### src/rtl/gnr_pkg.sv
// Shared types and constants for the golden nonce reporter.
package gnr_pkg;

  localparam int unsigned NONCE_W = 32;
  localparam logic [31:0] DEFAULT_NONCE_OFFSET = 32'd132;
  localparam int unsigned DROP_W = 8;

  typedef logic [NONCE_W-1:0] nonce_t;

  // Saturating increment for the drop counter; holds at all-ones.
  function automatic logic [DROP_W-1:0] sat_inc(input logic [DROP_W-1:0] v);
    return (&v) ? v : v + DROP_W'(1);
  endfunction

endpackage

### src/rtl/gnr_fifo.sv
// Synchronous DEPTH x 32 FIFO with flush and a registered head output.
// The head register shows the oldest entry (0 when empty), so the
// consumer never sees a combinational path through the storage array.
module gnr_fifo
  import gnr_pkg::*;
#(
  parameter int unsigned DEPTH = 8
) (
  input  logic                     clk,
  input  logic                     rst_i,
  input  logic                     push_i,
  input  logic                     pop_i,
  input  logic                     flush_i,
  input  nonce_t                   wdata_i,
  output nonce_t                   head_o,
  output logic                     valid_o,
  output logic [$clog2(DEPTH):0]   count_o,
  output logic                     full_o
);

  localparam int unsigned AW = $clog2(DEPTH);
  localparam int unsigned CW = AW + 1;

  nonce_t          mem_q [DEPTH];
  logic [AW-1:0]   wr_q, wr_d, rd_q, rd_d, rd_nxt;
  logic [CW-1:0]   cnt_q, cnt_d;
  nonce_t          head_q, head_d;
  logic            valid_q, valid_d;
  logic            do_push, do_pop, full;

  assign full   = (cnt_q == CW'(DEPTH));
  assign rd_nxt = rd_q + AW'(1);

  // Next-state: pointers, count and head; flush overrides everything.
  always_comb begin
    wr_d    = wr_q;
    rd_d    = rd_q;
    cnt_d   = cnt_q;
    head_d  = head_q;
    valid_d = valid_q;
    do_push = 1'b0;
    do_pop  = 1'b0;
    if (flush_i) begin
      wr_d    = '0;
      rd_d    = '0;
      cnt_d   = '0;
      head_d  = '0;
      valid_d = 1'b0;
    end else begin
      do_pop  = pop_i & valid_q;
      // A full FIFO still accepts a write when the head leaves this cycle.
      do_push = push_i & (~full | do_pop);
      if (do_push) wr_d = wr_q + AW'(1);
      if (do_pop)  rd_d = rd_nxt;
      case ({do_push, do_pop})
        2'b10:   cnt_d = cnt_q + CW'(1);
        2'b01:   cnt_d = cnt_q - CW'(1);
        default: cnt_d = cnt_q;
      endcase
      if (do_pop) begin
        // With one entry left the successor is either the incoming word or nothing.
        if (cnt_q == CW'(1)) head_d = do_push ? wdata_i : '0;
        else                 head_d = mem_q[rd_nxt];
      end else if (do_push && cnt_q == '0) begin
        head_d = wdata_i;
      end
      valid_d = (cnt_d != '0);
    end
  end

  // Storage array write; data only, no reset needed.
  always_ff @(posedge clk) begin
    if (do_push) mem_q[wr_q] <= wdata_i;
  end

  // Control and head registers.
  always_ff @(posedge clk or posedge rst_i) begin
    if (rst_i) begin
      wr_q    <= '0;
      rd_q    <= '0;
      cnt_q   <= '0;
      head_q  <= '0;
      valid_q <= 1'b0;
    end else begin
      wr_q    <= wr_d;
      rd_q    <= rd_d;
      cnt_q   <= cnt_d;
      head_q  <= head_d;
      valid_q <= valid_d;
    end
  end

  assign head_o  = head_q;
  assign valid_o = valid_q;
  assign count_o = cnt_q;
  assign full_o  = full;

endmodule

### src/rtl/golden_nonce_reporter.sv
// Golden nonce reporter: captures hasher golden-ticket nonces, removes the
// hasher pipeline offset, queues them and hands them to the controller
// one at a time on a rising edge of its ack level.
// Optional build macro GNR_DUP_FILTER_EN suppresses repeat pushes of the
// last accepted nonce (found held while the nonce counter is stalled).
module golden_nonce_reporter
  import gnr_pkg::*;
#(
  parameter int unsigned DEPTH        = 8,
  parameter nonce_t      NONCE_OFFSET = DEFAULT_NONCE_OFFSET
) (
  input  logic                   clk,
  input  logic                   reset,
  input  logic                   found,
  input  logic [31:0]            found_nonce,
  input  logic                   flush,
  input  logic                   ack,
  output logic [31:0]            nonce_out,
  output logic                   nonce_valid,
  output logic [$clog2(DEPTH):0] fifo_count,
  output logic                   overflow,
  output logic [7:0]             drop_count
);

  nonce_t            corr;
  logic              ack_q;
  logic              pop_w, push_w, drop_w, dup, full;
  logic              overflow_q, overflow_d;
  logic [DROP_W-1:0] drop_q, drop_d;

  // Wraps modulo 2^32 by construction; no saturation wanted here.
  assign corr   = found_nonce - NONCE_OFFSET;
  assign pop_w  = ack & ~ack_q & nonce_valid;
  assign push_w = found & ~dup;
  assign drop_w = push_w & full & ~pop_w & ~flush;

`ifdef GNR_DUP_FILTER_EN
  nonce_t last_q, last_d;
  logic   accepted;

  assign dup      = (corr == last_q);
  assign accepted = push_w & (~full | pop_w);

  // Remember the last nonce actually written into the FIFO.
  always_comb begin
    last_d = last_q;
    if (flush)         last_d = '0;
    else if (accepted) last_d = corr;
  end

  // Last-accepted register.
  always_ff @(posedge clk or posedge reset) begin
    if (reset) last_q <= '0;
    else       last_q <= last_d;
  end
`else
  assign dup = 1'b0;
`endif

  // Drop accounting: sticky overflow and saturating counter, both cleared by flush.
  always_comb begin
    overflow_d = overflow_q;
    drop_d     = drop_q;
    if (flush) begin
      overflow_d = 1'b0;
      drop_d     = '0;
    end else if (drop_w) begin
      overflow_d = 1'b1;
      drop_d     = sat_inc(drop_q);
    end
  end

  // Ack edge detector history and drop registers.
  always_ff @(posedge clk or posedge reset) begin
    if (reset) begin
      ack_q      <= 1'b0;
      overflow_q <= 1'b0;
      drop_q     <= '0;
    end else begin
      ack_q      <= ack;
      overflow_q <= overflow_d;
      drop_q     <= drop_d;
    end
  end

  gnr_fifo #(.DEPTH(DEPTH)) u_fifo (
    .clk     (clk),
    .rst_i   (reset),
    .push_i  (push_w),
    .pop_i   (pop_w),
    .flush_i (flush),
    .wdata_i (corr),
    .head_o  (nonce_out),
    .valid_o (nonce_valid),
    .count_o (fifo_count),
    .full_o  (full)
  );

  assign overflow   = overflow_q;
  assign drop_count = drop_q;

endmodule

### config.mk
export PLATFORM = sky130hd
export DESIGN_NAME = golden_nonce_reporter
export DESIGN_NICKNAME = d
export VERILOG_FILES = /design/src/rtl/gnr_pkg.sv /design/src/rtl/gnr_fifo.sv /design/src/rtl/golden_nonce_reporter.sv
export SDC_FILE = /design/constraint.sdc
export NUM_CORES = 1
export LEC_CHECK = 0
export CAP_MARGIN = 0
export CELL_PAD_IN_SITES_DETAIL_PLACEMENT = 1
export CELL_PAD_IN_SITES_GLOBAL_PLACEMENT = 1
export CORE_MARGIN = 4
export CORE_UTILIZATION = 38
export CTS_CLUSTER_SIZE = 30
export DETAILED_ROUTE_END_ITERATION = 8
export PLACE_DENSITY_LB_ADDON = 0.2
export SLEW_MARGIN = 20
export SYNTH_ARGS = -nofsm -noshare
export SYNTH_HDL_FRONTEND = slang
export SYNTH_HIERARCHICAL = 1
export SYNTH_SLANG_ARGS = --single-unit
### constraint.sdc
create_clock -name clk -period 4.7 [get_ports clk]
set_input_delay 0.705 -clock clk [delete_from_list [all_inputs] [get_ports clk]]
set_output_delay 0.705 -clock clk [all_outputs]
set_load 0.01 [all_outputs]
# After elaboration in Yosys (flattened, before gate mapping)
# Memories as Yosys holds them, arrays and structs flattened.
# Index checks and enable logic that the tools add are counted.
# Widths: inputs -> output; s select.
[totals] register_bits=53 ramBits=256 n_memories=1 inputBits=37 output_inout_bits=46
[mem_list] name="u_fifo.mem_q" depth=8 width=32 read_ports=1 rd_clocked_by_memory_dff=0 write_ports=1 line="gnr_fifo.sv:24" source="nonce_t mem_q [DEPTH];"
[classes] eq_ne=5 muxes=21 n_reduce_logical=9 n_bitwise=12 addsub=6
[op_table] operator="$mux 32" n=5
[op_table] operator="$sub 32x8->32 const B" n=1
[op_table] operator="$mux 8" n=3
[op_table] operator="$mux 3" n=4
[op_table] operator="$add 8x1->8 const B" n=1
[op_table] operator="$mux 4" n=2
[op_table] operator="$pmux 4 s2" n=1
[op_table] operator="$reduce_and 8->1" n=1
[op_table] operator="$and 1x1->1" n=7
[op_table] operator="$add 3x1->3 const B" n=2
[op_table] operator="$mux 1" n=6
[op_table] operator="$reduce_bool 2->1" n=3
[op_table] operator="$add 4x1->4 const B" n=1
[op_table] operator="$eq 4x1->1 const B" n=1
[op_table] operator="$eq 4x4->1 const B" n=1
[op_table] operator="$logic_not 4->1" n=1
[op_table] operator="$not 1->1" n=4
[op_table] operator="$reduce_bool 4->1" n=1
[op_table] operator="$sub 4x1->4 const B" n=1
[op_table] operator="$reduce_bool 3->1" n=1
[op_table] operator="$eq 2x1->1 const B" n=1
[op_table] operator="$eq 2x2->1 const B" n=1
[op_table] operator="$ne 2x2->1 const B" n=1
[op_table] operator="$reduce_and 2->1" n=1
[op_table] operator="other kinds (2)" n=2

# Logic depth before layout (Yosys ltp)
# Gate-level depths: netlist of the first run.
[depth] depth_word=11 mapped_depth=8 mapped_depth_nobuf=8

# Modules after synthesis
# Netlist of the first run, hierarchy kept.
[modules_own_cells] mod="gnr_fifo" cells_each=605 n_inst=1 area_per_inst_um2=11649.9
[modules_own_cells] mod="golden_nonce_reporter" cells_each=136 n_inst=1 area_per_inst_um2=1071.0

# Least setup slack after synthesis of the first run
# No wires, ideal clock.
[synth_timing] path_kind="input to register" start="in ack" end="mem u_fifo/mem_q[1][0] (netlist name), enable pin" required_time_ns=4.239 cell_stages=7 arrival_ns=4.084 path_buffers=1 setup_slack_ns=0.155 setup_time_ns=0.461 cell_sequence="nand3b_1 -> inv_1 -> and2_1 -> buf_2 -> o21ai_1 -> or3b_2 -> nor3_1"
[synth_via] elab_chain_len=8
[synth_rtl] item="start: declaration" line="golden_nonce_reporter.sv:17" source="input logic ack,"
[synth_rtl] item="$and 1x1->1 (2 in series)" line="golden_nonce_reporter.sv:33" source="assign pop_w = ack & ~ack_q & nonce_valid;"
[synth_rtl] item="named net pop_w" line="golden_nonce_reporter.sv:27" source="logic pop_w, push_w, drop_w, dup, full;"
[synth_rtl] item="$and 1x1->1" line="gnr_fifo.sv:50" source="do_pop = pop_i & valid_q;"
[synth_rtl] item="$or 1x1->1" line="gnr_fifo.sv:52" source="do_push = push_i & (~full | do_pop);"
[synth_rtl] item="$and 1x1->1" line="gnr_fifo.sv:52"
[synth_rtl] item="$mux 1" line="gnr_fifo.sv:43" source="if (flush_i) begin"
[synth_rtl] item="$mux 1" line="gnr_fifo.sv:73" source="if (do_push) mem_q[wr_q] <= wdata_i;"
[synth_rtl] item="$mux 1 (not written as such)" line="gnr_fifo.sv:73"
[synth_rtl] item="end: declaration" line="gnr_fifo.sv:24"
# The timed path passes the listed nets, and every way through them passes these cells.

# Final worst setup path of the first run
[layout_timing] start="in found_nonce[2]" end="reg u_fifo.head_q[20], in the netlist u_fifo/head_o[20]"
[layout_via] elab_chain_len=5
[layout_rtl] item="start: declaration" line="golden_nonce_reporter.sv:15" source="input logic [31:0] found_nonce,"
[layout_rtl] item="$sub 32x8->32 (*)" line="golden_nonce_reporter.sv:32" source="assign corr = found_nonce - NONCE_OFFSET;"
[layout_rtl] item="named net corr[20]" line="golden_nonce_reporter.sv:25" source="nonce_t corr;"
[layout_rtl] item="$mux 32 (2 in series)" line="gnr_fifo.sv:62" source="if (cnt_q == CW'(1)) head_d = do_push ? wdata_i : '0;"
[layout_rtl] item="$mux 32 (*)" line="gnr_fifo.sv:60" source="if (do_pop) begin"
[layout_rtl] item="$mux 32 (*)" line="gnr_fifo.sv:43"
[layout_rtl] item="end signal: assignment" line="gnr_fifo.sv:82" source="head_q <= '0;"
[layout_rtl] item="end signal: assignment" line="gnr_fifo.sv:88" source="head_q <= head_d;"
[layout_rtl] item="end: declaration" line="gnr_fifo.sv:27" source="nonce_t head_q, head_d;"
# Mark *: on every way through the listed nets, which the timed path passes. The rest lies on a longest branch. The select of a mux whose other input is x is not followed.
# A chain may end at the register's enable or synchronous reset.

==> summary.txt, run 1 <==
Syn Nets = 785
Post-Route WL = 32210 µm
Cell taking the most area after synthesis = edfxtp_1
Root Driver = clkbuf_16
Final Cycle Share = 72.64%
Top post-synthesis cells by count = edfxtp_1 (256), nand2_1 (81), mux4_2 (64), dfrtp_1 (53), a21oi_1 (41)
Mapped Area = 12720 µm²
RSZ-0062 raised after global routing = false
Largest net degree at the start of global routing = 38
MaxCap Viol Count = 0
Later-pin clock latency in the skew report = 520 ps
Worst-path maximum fanout = 10
Max_slew headroom = 37.70%
Least-Margin Pin Slew = 934.5 ps
Fraction of layout instances using a drive strength above 1 = 17.49%
Number of flops mapped to enable cells by yosys = 256
WP data required = 5140 ps
DIE WIDTH = 191.0 µm
Max IR drop VDD = 196.5 µV
Area growth from synthesis to layout = 19.38%
Internal Power = 4759 µW
Final hold vios = 0
Most frequent cell after synthesis = edfxtp_1
Hold Crit Class = flip-flop to flip-flop
Reg2reg setup slack = 1570 ps
Row Count = 66
Synth async-reset ratio = 17.15%
P_sw = 1322 µW
Fmax = 292.9 MHz
Routed WL per cell = 24.57 µm
Worst path slowest cell = xnor2_1
Buf/Inv on CP = 2
CTS Buffer Depth = 3
Final ANT Viol Nets = 0
Area contributors post-synth = edfxtp_1 (60%), mux4_2 (11%), dfrtp_1 (10%)
Clock sink count = 309
Unique cell type count in the Yosys netlist = 53
Vias post-DR = 7296
Number of vias per cell = 5.565
Hold_buf cts = 0
Mapped Cells = 741
Final nets = 888
CTS clk-pin slew, worst paths = 60 ps
Post-synthesis register bit count = 309
Reg2reg start = u_fifo/rd_q[0]
CP top delay family = simple AND/OR/NAND/NOR gates
Crit start category = input port
Hold path depth = 1
Pins Over Slew Limit = 0
Antenna violations before repair = 0
WP data arrival = 3860 ps
Setup crit end = u_fifo/head_o[20]
Worst Reg-to-Reg Cells = 6
Setup bufs post-CTS = 0
Final setup violation count = 0
Max H-tree Level = 2
Setup ws final = 1286 ps
Post-synthesis sequential area ratio = 70.86%
Sum Neg Setup Slack = 0 ps
CTS tree = yes
Combinational share of power = 7.2%
Warnings from Yosys = 6
R2r endpoint = u_fifo/head_o[4]
Dpl ws = 771.2 ps
Final Power = 6081 µW
GRT overflow = 0
Share of the synthesized area in the top cell type = 60.43%
Routability cong. = 0.7600
GRT Total Usage = 17.96%
I/O pin count = 83
Status = complete, no violations
Initial Util = 38.80%
Seq pwr share = 50.9%
Die Y-Extent = 191.0 µm
CTS buffer count = 34
Max incr delay on CP = 530 ps
Ys flop type = edfxtp_1
Iter 0 DRT Violations = 519
Pre-antenna DRT Iters = 4
Pwr per Cell Area = 400.5 nW/µm²
Worst path depth = 8
Leakage power = 0.005043 µW
PostCTS Resize Cnt = 0
Crit path cell chain = clkdlybuf4s50_1 > inv_1 > ha_1 > or4b_4 > a211oi_4 > or3b_1 > xnor2_1 > a221o_1
Setup crit start = found_nonce[2]
Critical Path Sink Type = flip-flop
Mapped Avg Cell Area = 17.17 µm²
First-pass GRT wire length = 49290 µm
Sw Ratio = 21.74%
Final Critical Period = 3414 ps
Critical path type = input port to flip-flop
Clock power share = 41.9%
Final HPWL DP = 18500 µm
Antenna Cells = 0
Clock skew = 18.86 ps
Core Box Area = 32780 µm²
Residual DRC = 0
Number of global-route vias before repair = 7892
DIE AREA = 36470 µm²
Number of port buffers = 82
## sequential cells by signal, summed over array words and instances, names as in the netlist, 3 cells and up
name,cells
u_fifo/mem_q,256
u_fifo/head_o,32
drop_count,8
u_fifo/count_o,4
u_fifo/rd_q,3
u_fifo/wr_q,3
## power by group through the flow
stage	combinational, µW	clock (µW)	sequential (µW)
finish	435	2550	3100
global placement	428	0	3150
CTS	442	2620	3100
global route	470	2760	3100
floorplan	226	0	3150
detailed placement	441	0	3150
## worst min path at each step
stage	from	to	slack, ps
2_1_floorplan	u_fifo/rd_q[1]	u_fifo/rd_q[1]	510
3_3_place_gp	overflow	overflow	480
6_report	u_fifo/head_o[1]	u_fifo/head_o[1]	510
5_1_grt	u_fifo/head_o[29]	u_fifo/head_o[29]	540
4_1_cts	u_fifo/head_o[1]	u_fifo/head_o[1]	520
3_5_place_dp	u_fifo/head_o[14]	u_fifo/head_o[14]	500
## cells by family after synthesis
| group | share of synthesized area (%) |
|---|---|
| compound gates | 5.941 |
| xor+xnor | 2.203 |
| mux | 11.57 |
| buf+inv | 1.947 |
| fa+ha+maj | 0.6885 |
| flops | 70.86 |
| simple gates | 6.797 |
## metal layers
| metal | share of wire [%] | vias up | GRT usage (%) |
|---|---|---|---|
| met1 | 43 | 3928 | 24.48 |
| met5 | 0 | - | 0 |
| li1 | - | 3157 | - |
| met3 | 5.1 | 35 | 3.123 |
| met2 | 50 | 176 | 30.63 |
| met4 | 1.5 | 0 | 3.785 |
## placed cells by master, fill, tap and decap left out, drive strengths merged, types with 7 or more instances in the layout
| cell | instances |
|---|---|
| nor3 | 11 |
| xnor2 | 25 |
| ha | 7 |
| nor2 | 30 |
| or4 | 8 |
| xor2 | 7 |
| a221o | 33 |
| clkdlybuf4s50 | 82 |
| mux4 | 64 |
| clkinv | 7 |
| nand2 | 81 |
| clkbuf | 50 |
| inv | 14 |
| edfxtp | 256 |
| nand3 | 10 |
| nand4 | 7 |
| buf | 21 |
| a21oi | 41 |
| dfrtp | 53 |
| o31ai | 7 |
## cell type report
class | instances | area [µm²]
clock inverters | 11 | 120.1
inverters | 12 | 45.04
repair buffers | 103 | 978.4
fillers | 3199 | 17600
clock buffers | 50 | 950.9
multi-input cells | 384 | 3521
well taps | 442 | 553.0
flip-flops and latches | 309 | 9017
## through the flow
| stage | util (%) | cell area, µm² | hold slack [ps] | cells |
|---|---|---|---|---|
| final | 46.32 | 15190 | 509.5 | 1311 |
| after global routing | 46.32 | 15190 | 542.3 | 1311 |
| after CTS | 46.32 | 15190 | 519.6 | 1311 |
| after detailed placement | 43.05 | 14110 | 501.8 | 1250 |
| after global placement | 43.05 | 14110 | 478.3 | 1250 |
| after floorplan | - | 12720 | 506.1 | 741 |
No activity file was read; power rests on OpenSTA's default activity.
==> run 2: changes to the inputs <==
Clock period 4.7 ns to 3.1 ns, I/O delays scaled along.
==> run 2 against run 1 <==
Combinational power increased by 62%. Core utilization up 1.4 points. Sequential share of layout area shrank 1.8 points. Wire length is 2.7% higher. Total power rose by 58%. Non-clock buffer count rose by 23. Final cell count increased by 1.9%. Setup slack worse by 1000 ps. Count of clock-buffer cells in the layout fell by 4. Via count is 1.1% higher. Largest power group unchanged.
==> summary.txt, run 2 (same netlist as run 1, synthesis figures left out) <==
Status = complete, no violations (unchanged)
DIE AREA = 36470 µm² (unchanged)
Storage cell area = 9017 µm² (unchanged)
Final ANT Viol Nets = 0 (unchanged)
Commonest non-fill, non-tap cells in the layout = edfxtp_1 (256), clkdlybuf4s50_1 (82), nand2_1 (81) (unchanged)
Area growth from synthesis to layout = 23.06% (was 19.38%)
Fraction of layout instances using a drive strength above 1 = 20.25% (was 17.49%)
Final setup violation count = 0 (unchanged)
Post-Route WL = 33080 µm (was 32210 µm)
Max IR drop VDD = 475.8 µV (was 196.5 µV)
Non-filler instance count after layout = 1336 (was 1311)
Met1 Routed Length = 14360 µm (was 13950 µm)
Met3 wire len = 1721 µm (was 1641 µm)
Final Power = 9603 µW (was 6081 µW)
Critical Path Sink Type = flip-flop (unchanged)
Setup crit start = found_nonce[2] (unchanged)
Final Critical Period = 2828 ps
Die Y-Extent = 191.0 µm (unchanged)
Reg2reg start = u_fifo/count_o[0] (was u_fifo/rd_q[0])
CTS clk-pin slew, worst paths = 60 ps (about the same)
Least-Margin Pin Slew = 798.2 ps (was 934.5 ps)
Initial Util = 38.80% (unchanged)
Vias post-DR = 7379 (was 7296)
DP Cell Count = 1273 (was 1250)
Final Cell Area = 15650 µm² (was 15190 µm²)
Row Count = 66 (unchanged)
Crit start category = input port (unchanged)
RSZ-0062 raised after global routing = false (unchanged)
Hold Crit Class = input port to async pin (was flip-flop to flip-flop)
Setup bufs post-CTS = 0 (unchanged)
Reg with most FFs = u_fifo/mem_q (unchanged)
Dpl ws = -278.2 ps (was 771.2 ps)
DIE WIDTH = 191.0 µm (unchanged)
First-pass GRT wire length = 50410 µm (was 49290 µm)
Largest net degree at the start of global routing = 66 (was 38)
Area of the multi-input gates = 3532 µm² (was 3521 µm²)
Core Box Area = 32780 µm² (unchanged)
GRT overflow = 0 (unchanged)
Hold_buf cts = 0 (unchanged)
Max_slew headroom = 46.40% (was 37.70%)
Root Driver = clkbuf_16 (unchanged)
Clock skew = 11.77 ps (was 18.86 ps)
GRT Total Usage = 18.31% (was 17.96%)
Hold slack = 297.1 ps (was 509.5 ps)
Pins Over Slew Limit = 0 (unchanged)
Met2 wire len = 16400 µm (was 16140 µm)
Residual DRC = 0 (unchanged)
Number of vias per cell = 5.523 (was 5.565)
Critical path type = input port to flip-flop (unchanged)
CTS tree = yes (unchanged)
Pre-antenna DRT Iters = 5 (was 4)
Clock sink count = 309 (unchanged)
PostCTS Resize Cnt = 0 (unchanged)
MaxCap Viol Count = 0 (unchanged)
Iter 0 DRT Violations = 532 (was 519)
Routability cong. = 0.7870 (was 0.7600)
Pwr per Cell Area = 613.5 nW/µm² (was 400.5 nW/µm²)
Worst-path maximum fanout = 9 (was 10)
Final hold vios = 0 (unchanged)
Number of port buffers = 82 (unchanged)
Antenna violations before repair = 0 (unchanged)
Placement Cell Area = 14470 µm² (was 14110 µm²)
WP data arrival = 3280 ps (was 3860 ps)
Routed WL per cell = 24.76 µm (was 24.57 µm)
Commonest non-fill, non-tap cell in the layout = edfxtp_1 (unchanged)
Max H-tree Level = 2 (unchanged)
Fmax = 353.6 MHz
Reg2reg setup slack = 450 ps (was 1570 ps)
Filler Cells Inserted = 3156 (was 3199)
Setup ws final = 272.3 ps (was 1286 ps)
Final Cycle Share = 91.22%
WP data required = 3550 ps (was 5140 ps)
Later-pin clock latency in the skew report = 510 ps (was 520 ps)
Number of global-route vias before repair = 8078 (was 7892)
Top Layer Used = met4 (unchanged)
Final HPWL DP = 18430 µm (was 18500 µm)
Max reg flops = 256 (unchanged)
Antenna Cells = 0 (unchanged)
Leakage power = 0.005248 µW (was 0.005043 µW)
CTS Buffer Depth = 3 (unchanged)
CTS buffer count = 35 (was 34)
Final nets = 912 (was 888)
I/O pin count = 83 (unchanged)
[run 2: worst max-delay path, cell delays in order]
cell and delay (ps):
clkdlybuf4s50_1 430, inv_1 90, ha_1 180, or4b_4 510
a211oi_4 390, buf_4 210, or2b_1 250, xnor2_1 520
a221o_1 240
[run 2: area by class of cell]
| cell class | instances | share of cell area, % |
|---|---|---|
| clock buffer | 46 | 6.250 |
| sequential | 309 | 57.61 |
| clock inverter | 17 | 1.287 |
| timing repair buffer | 126 | 8.473 |
| tap | 442 | 3.533 |
| inverter | 12 | 0.2877 |
| multi-input combinational | 384 | 22.56 |
[run 2: power by group]
part / leakage, µW / switching [µW] / internal (µW)
sequential: 0.00303 / 67.4 / 4620
clock: 0.000578 / 1640 / 2570
combinational: 0.00164 / 385 / 321
total: 0.00525 / 2090 / 7510
[run 2: layer usage]
layer	track usage, %	up-vias
li1	-	3212
met1	25.00	3924
met2	31.23	195
met3	2.922	48
met4	4.171	0
met5	0	-
[run 2: worst paths after layout]
kind                                            to  cells after the start
worst min register to register    u_fifo/head_o[1]                      1
min in group clk                             ack_q                      1
worst max-delay path             u_fifo/head_o[14]                      9
worst max register to register  u_fifo/mem_q[7][5]                      7
worst min-delay path                 drop_count[7]                      2
max in group asynchronous        u_fifo/head_o[16]                      3
[run 2: metrics by stage]
step / setup TNS (ps) / utilization [%]
3_5_place_dp: -7458 / 44.15
6_report: 0 / 47.75
3_3_place_gp: -1263 / 44.15
5_1_grt: 0 / 47.75
4_1_cts: 0 / 47.75
2_1_floorplan: -89000 / -
==> RTL change 1, RTL diff (flow settings as in run 1) <==
The option `GNR_DUP_FILTER_EN` is turned on by a define.
--- a/src/rtl/golden_nonce_reporter.sv
+++ b/src/rtl/golden_nonce_reporter.sv
@@ -3,6 +3,8 @@
 // one at a time on a rising edge of its ack level.
 // Optional build macro GNR_DUP_FILTER_EN suppresses repeat pushes of the
 // last accepted nonce (found held while the nonce counter is stalled).
+`define GNR_DUP_FILTER_EN
+
 module golden_nonce_reporter
   import gnr_pkg::*;
 #(
Formal check against the unedited RTL: not equivalent (Yosys sat finds a counterexample within 4 cycles, from zero or initial values and one cycle with reset high).
==> RTL change 1 against run 1 <==
Hold slack worse by 9.2 ps; synthesized area is 21% higher; core utilization grew 2.1 points; sequential cell count is 32 higher; design area is 27% higher; wire length increased by 35%; power grew 20%; setup slack got worse by 1100 ps; largest cell class unchanged; largest power group unchanged.
==> RTL change 1: results (changes against run 1) <==
- Layout Skew: 21.2 ps (was 18.9 ps)
- Worst skew pair latency: 540 ps (was 520 ps)
- Syn_area_per_cell: 14.6 um^2 (was 17.2 um^2)
- Syn Nets: 1102 (was 785)
- Worst VDD drop: 0.193 mV (was 0.196 mV)
- Cell variety after synth: 81 (was 53)
- Net count, final: 1303 (was 888)
- Gate power share: 9.9% (was 7.2%)
- First-pass GRT wire length: 67100 um (was 49300 um)
- Static leakage: 6.88 nW (was 5.04 nW)
- DP Worst Slack: -504 ps (was 771 ps)
- Routability Congestion: 0.889 (was 0.760)
- Fill cell count: 3957 (was 3199)
- DR WL met3: 1920 um (was 1640 um)
- Commonest cells post-synth: edfxtp_1, nand2_1, dfrtp_1, a21oi_1, mux4_2 (was edfxtp_1, nand2_1, mux4_2, dfrtp_1, a21oi_1)
- # placed instances: 1744 (was 1250)
- Critical path arrival: 4980 ps (was 3860 ps)
- Met1 wire length: 19800 um (was 13900 um)
- Met2 wire len: 21100 um (was 16100 um)
- Status: finished, final reports clean (unchanged)
- Power Clock: 3.17 mW (was 2.55 mW)
- Vias in the first global route: 10700 (was 7892)
- Total area of sequential cells: 9820 um^2 (was 9020 um^2)
- Worst-Margin Slew: 1080 ps (was 935 ps)
- CP max FO: 6 (was 10)
- Non-Filler Instances: 1813 (was 1311)
- Switching pwr: 1.64 mW (was 1.32 mW)
- Sequential-to-total area share from yosys stat: 63.7% (was 70.9%)
- Wire per inst: 23.9 um (was 24.6 um)
- Initial DRC count: 579 (was 519)
- Post-DP HPWL: 29300 um (was 18500 um)
- Async S/R FF share, synth: 24.9% (was 17.2%)
- Pin count of the biggest net entering global routing: 66 (was 38)
- Hold Crit Class: input port to asynchronous set/reset pin (was register to register)
- Synth warn: 6 (unchanged)
- CTS Buf Count: 37 (was 34)
- Via count: 10100 (was 7296)
- Layout cells sized above 1: 25.2% (was 17.5%)
- Top cells by area, synth: edfxtp_1, dfrtp_1, mux4_2 (was edfxtp_1, mux4_2, dfrtp_1)
- Int Pwr: 5.67 mW (was 4.76 mW)
- Pre-antenna DRT Iters: 6 (was 4)
- Cell Area, Placed: 17900 um^2 (was 14100 um^2)
- GRT Total Usage: 19.8% (was 18.0%)
RTL change 1: cell types whose count changed in the layout (fill, tap and decap cells not counted), sizes merged, moves of 14 or more:
cell	change
a21oi	+30
buf	+126
dfrtp	+32
inv	+14
nand2	+14
nor3	+40
xor2	+15
RTL change 1: kinds of logic after synthesis:
kind of cell | synth area share [%]
xor gates and xnor gates | 3.78
adders and majority gates | 0.568
DFF | 63.7
and+or+nand+nor | 9.67
buffers and inverters | 3.09
muxes | 9.96
AOI/OAI and AO/OA | 9.26
RTL change 1: critical path, stage by stage:
cell and delay, ps:
clkdlybuf4s50_1 460, clkinvlp_4 120, ha_4 130, or4b_4 530, a2111oi_4 430, nand2_1 150, xor2_1 190, a221o_1 260
or4_1 580, o31ai_4 310, inv_4 100, a21boi_1 210, and2_4 230, a221o_1 360, a31oi_1 200
RTL change 1: per-layer routing:
layer,global-route usage (%),vias to the layer above
li1,-,4542
met1,28.4,5300
met2,32.3,221
met3,3.35,42
met4,3.96,0
met5,0,-
RTL change 1: final timing paths:
path | start | endpoint | slack, ps | cells after the start
min in group clk | u_fifo/head_o[7] | u_fifo/head_o[7] | 510 | 1
max in group asynchronous | reset | u_fifo/rd_q[0] | 3360 | 3
setup reg to reg | last_q[0] | u_fifo/valid_o | 1020 | 12
hold / removal | reset | u_fifo/head_o[0] | 500 | 2
hold reg to reg | u_fifo/head_o[7] | u_fifo/head_o[7] | 510 | 1
setup / recovery | found_nonce[2] | u_fifo/valid_o | 150 | 15
RTL change 1: area by class of cell:
type,count,area share (%)
inverter,30,0.622
clock inverter,20,1.61
timing repair buffer,228,10.6
antenna,1,0.0130
tap,525,3.40
clock buffer,47,5.36
sequential,341,50.8
multi-input combinational,621,27.6
==> RTL change 2, RTL diff (flow settings as in run 1) <==
Made on the original files. Compare `cnt_q` against `CW'(DEPTH)` with >= in place of ==.
--- a/src/rtl/gnr_fifo.sv
+++ b/src/rtl/gnr_fifo.sv
@@ -28,7 +28,7 @@
   logic            valid_q, valid_d;
   logic            do_push, do_pop, full;
 
-  assign full   = (cnt_q == CW'(DEPTH));
+  assign full   = (cnt_q >= CW'(DEPTH));
   assign rd_nxt = rd_q + AW'(1);
 
   // Next-state: pointers, count and head; flush overrides everything.
Function: same outputs for any inputs over 4 cycles, from zero or initial values and one cycle with reset high; that may be too few to reach the edited logic, so the function may still have changed.
==> RTL change 2 against run 1 <==
Synthesized area decreased by 0.14%; wire length up 4.0%; critical path depth unchanged; design area is 0.68% higher; power up 7.9%; setup slack lost 140 ps; sequential cell count unchanged.
==> RTL change 2: results (changes against run 1) <==
- # hold bufs at CTS: 0 (unchanged)
- Critical path arrival: 4010 ps (was 3860 ps)
- Top cells by area, synth: edfxtp_1, mux4_2, dfrtp_1 (unchanged)
- Layout Skew: 18.5 ps (was 18.9 ps)
- EDFF count, synth: 256 (unchanged)
- Synth warn: 6 (unchanged)
- Sequential-to-total area share from yosys stat: 71.0% (was 70.9%)
- Compound-Gate Fraction of Synth Area: 5.82% (was 5.94%)
- Vias in the first global route: 8031 (was 7892)
- DP Worst Slack: 706 ps (was 771 ps)
- Net count, final: 879 (was 888)
- Initial DRC count: 506 (was 519)
- Post-synthesis mux area share: 11.7% (was 11.6%)
- Postcts setup bufs: 0 (unchanged)
- GRT Total Usage: 18.5% (was 18.0%)
- Worst-Margin Slew: 1070 ps (was 935 ps)
- I/O Buffers: 82 (unchanged)
- Async S/R FF share, synth: 17.2% (unchanged)
- Layout cells sized above 1: 18.3% (was 17.5%)
- CTS root buffer: clkbuf_16 (unchanged)
- Largest reg by FF count: u_fifo/mem_q (unchanged)
- Static leakage: 5.06 nW (was 5.04 nW)
- Clk buf depth: 3 (unchanged)
- Diode count: 0 (unchanged)
- Xor/xnor share of the synthesized area: 2.21% (was 2.20%)
- Setup TNS: 0 ps (unchanged)
- Pre-antenna DRT Iters: 5 (was 4)
- Wire per inst: 25.7 um (was 24.6 um)
- CP max FO: 10 (unchanged)
- Clock-pin slew on the worst setup and hold paths: 60 ps (about the same)
- Initial antenna violation count: 1 (was 0)
- Worst skew pair latency: 520 ps (about the same)
- Syn Nets: 780 (was 785)
- Fill cell count: 3163 (was 3199)
- Worst VDD drop: 0.315 mV (was 0.196 mV)
- Cell variety after synth: 49 (was 53)
- CTS Buf Count: 36 (was 34)
- Status: finished, final reports clean (unchanged)
- Routability Congestion: 0.723 (was 0.760)
- Pin count of the biggest net entering global routing: 66 (was 38)
- CTS H-tree depth: 2 (unchanged)
- Post-CTS Resized: 0 (unchanged)
- Post-DP HPWL: 18400 um (was 18500 um)
- Synth Area in Adders: 0.689% (about the same)
- First-pass GRT wire length: 50600 um (was 49300 um)
- Cell Area, Placed: 14100 um^2 (about the same)
- Hold Crit Class: register to register (unchanged)
- Max reg flops: 256 (unchanged)
- DR vias/cell: 5.59 (was 5.57)
- Commonest cells post-synth: edfxtp_1, nand2_1, mux4_2, dfrtp_1, a21oi_1 (unchanged)
-- RTL change 2: cell types whose count changed after synthesis, sizes merged, moves of 2 or more --
cell / delta
nor2: -4
a31oi: -3
a211oi: +2
buf: +2
inv: -2
nand2: +2
-- RTL change 2: per-stage QoR --
step / power, mW / util [%] / cells
floorplan: 3.54 / - / 736
global placement: 3.81 / 43.0 / 1239
detailed placement: 3.83 / 43.0 / 1239
CTS: 6.65 / 46.6 / 1304
global route: 6.84 / 46.6 / 1304
finish: 6.56 / 46.6 / 1304
-- RTL change 2: final timing paths --
kind                           startpoint           endpoint  slack [ps]  depth (start not counted)
setup / recovery           found_nonce[2]  u_fifo/head_o[20]        1150                          8
hold reg to reg                  overflow           overflow         510                          2
setup reg to reg           u_fifo/rd_q[0]  u_fifo/head_o[30]        1600                          5
hold / removal                   overflow           overflow         510                          2
max in group asynchronous           reset  u_fifo/head_o[12]        3150                          3
min in group asynchronous           reset      drop_count[7]         540                          2
-- RTL change 2: final cells by class --
cell class                 count  area share [%]
clock inverter                21            1.39
clock buffer                  44            6.42
sequential                   309            59.0
multi-input combinational    380            22.9
timing repair buffer          98            6.40
tap                          442            3.62
inverter                      10           0.246
-- RTL change 2: power by group --
part           switching [mW]  internal (mW)
Combinational           0.333          0.289
Clock                    1.09           1.71
Sequential             0.0741           3.07
Total                    1.49           5.07
-- RTL change 2: critical path: stages --
cell and delay [ps]:
clkdlybuf4s50_1 440, inv_1 240, ha_1 250, or4b_4 510, a211oi_4 680, or3b_1 440, xnor2_1 510, a221o_1 240
-- RTL change 2: cells by family (layout without fill, tap and decap cells) --
family	after synthesis	after routing
adders and majority gates	7	7
muxes	68	68
xor gates and xnor gates	32	32
buffers and inverters	47	173
DFF	309	309
and+or+nand+nor	176	176
AOI/OAI and AO/OA	97	97
-- RTL change 2: per-layer routing --
metal,wire [um],GRT usage (%),up-vias
li1,-,-,3123
met1,14500,24.8,3926
met2,16800,31.8,181
met3,1480,2.82,56
met4,614,4.59,2
met5,13,0,-
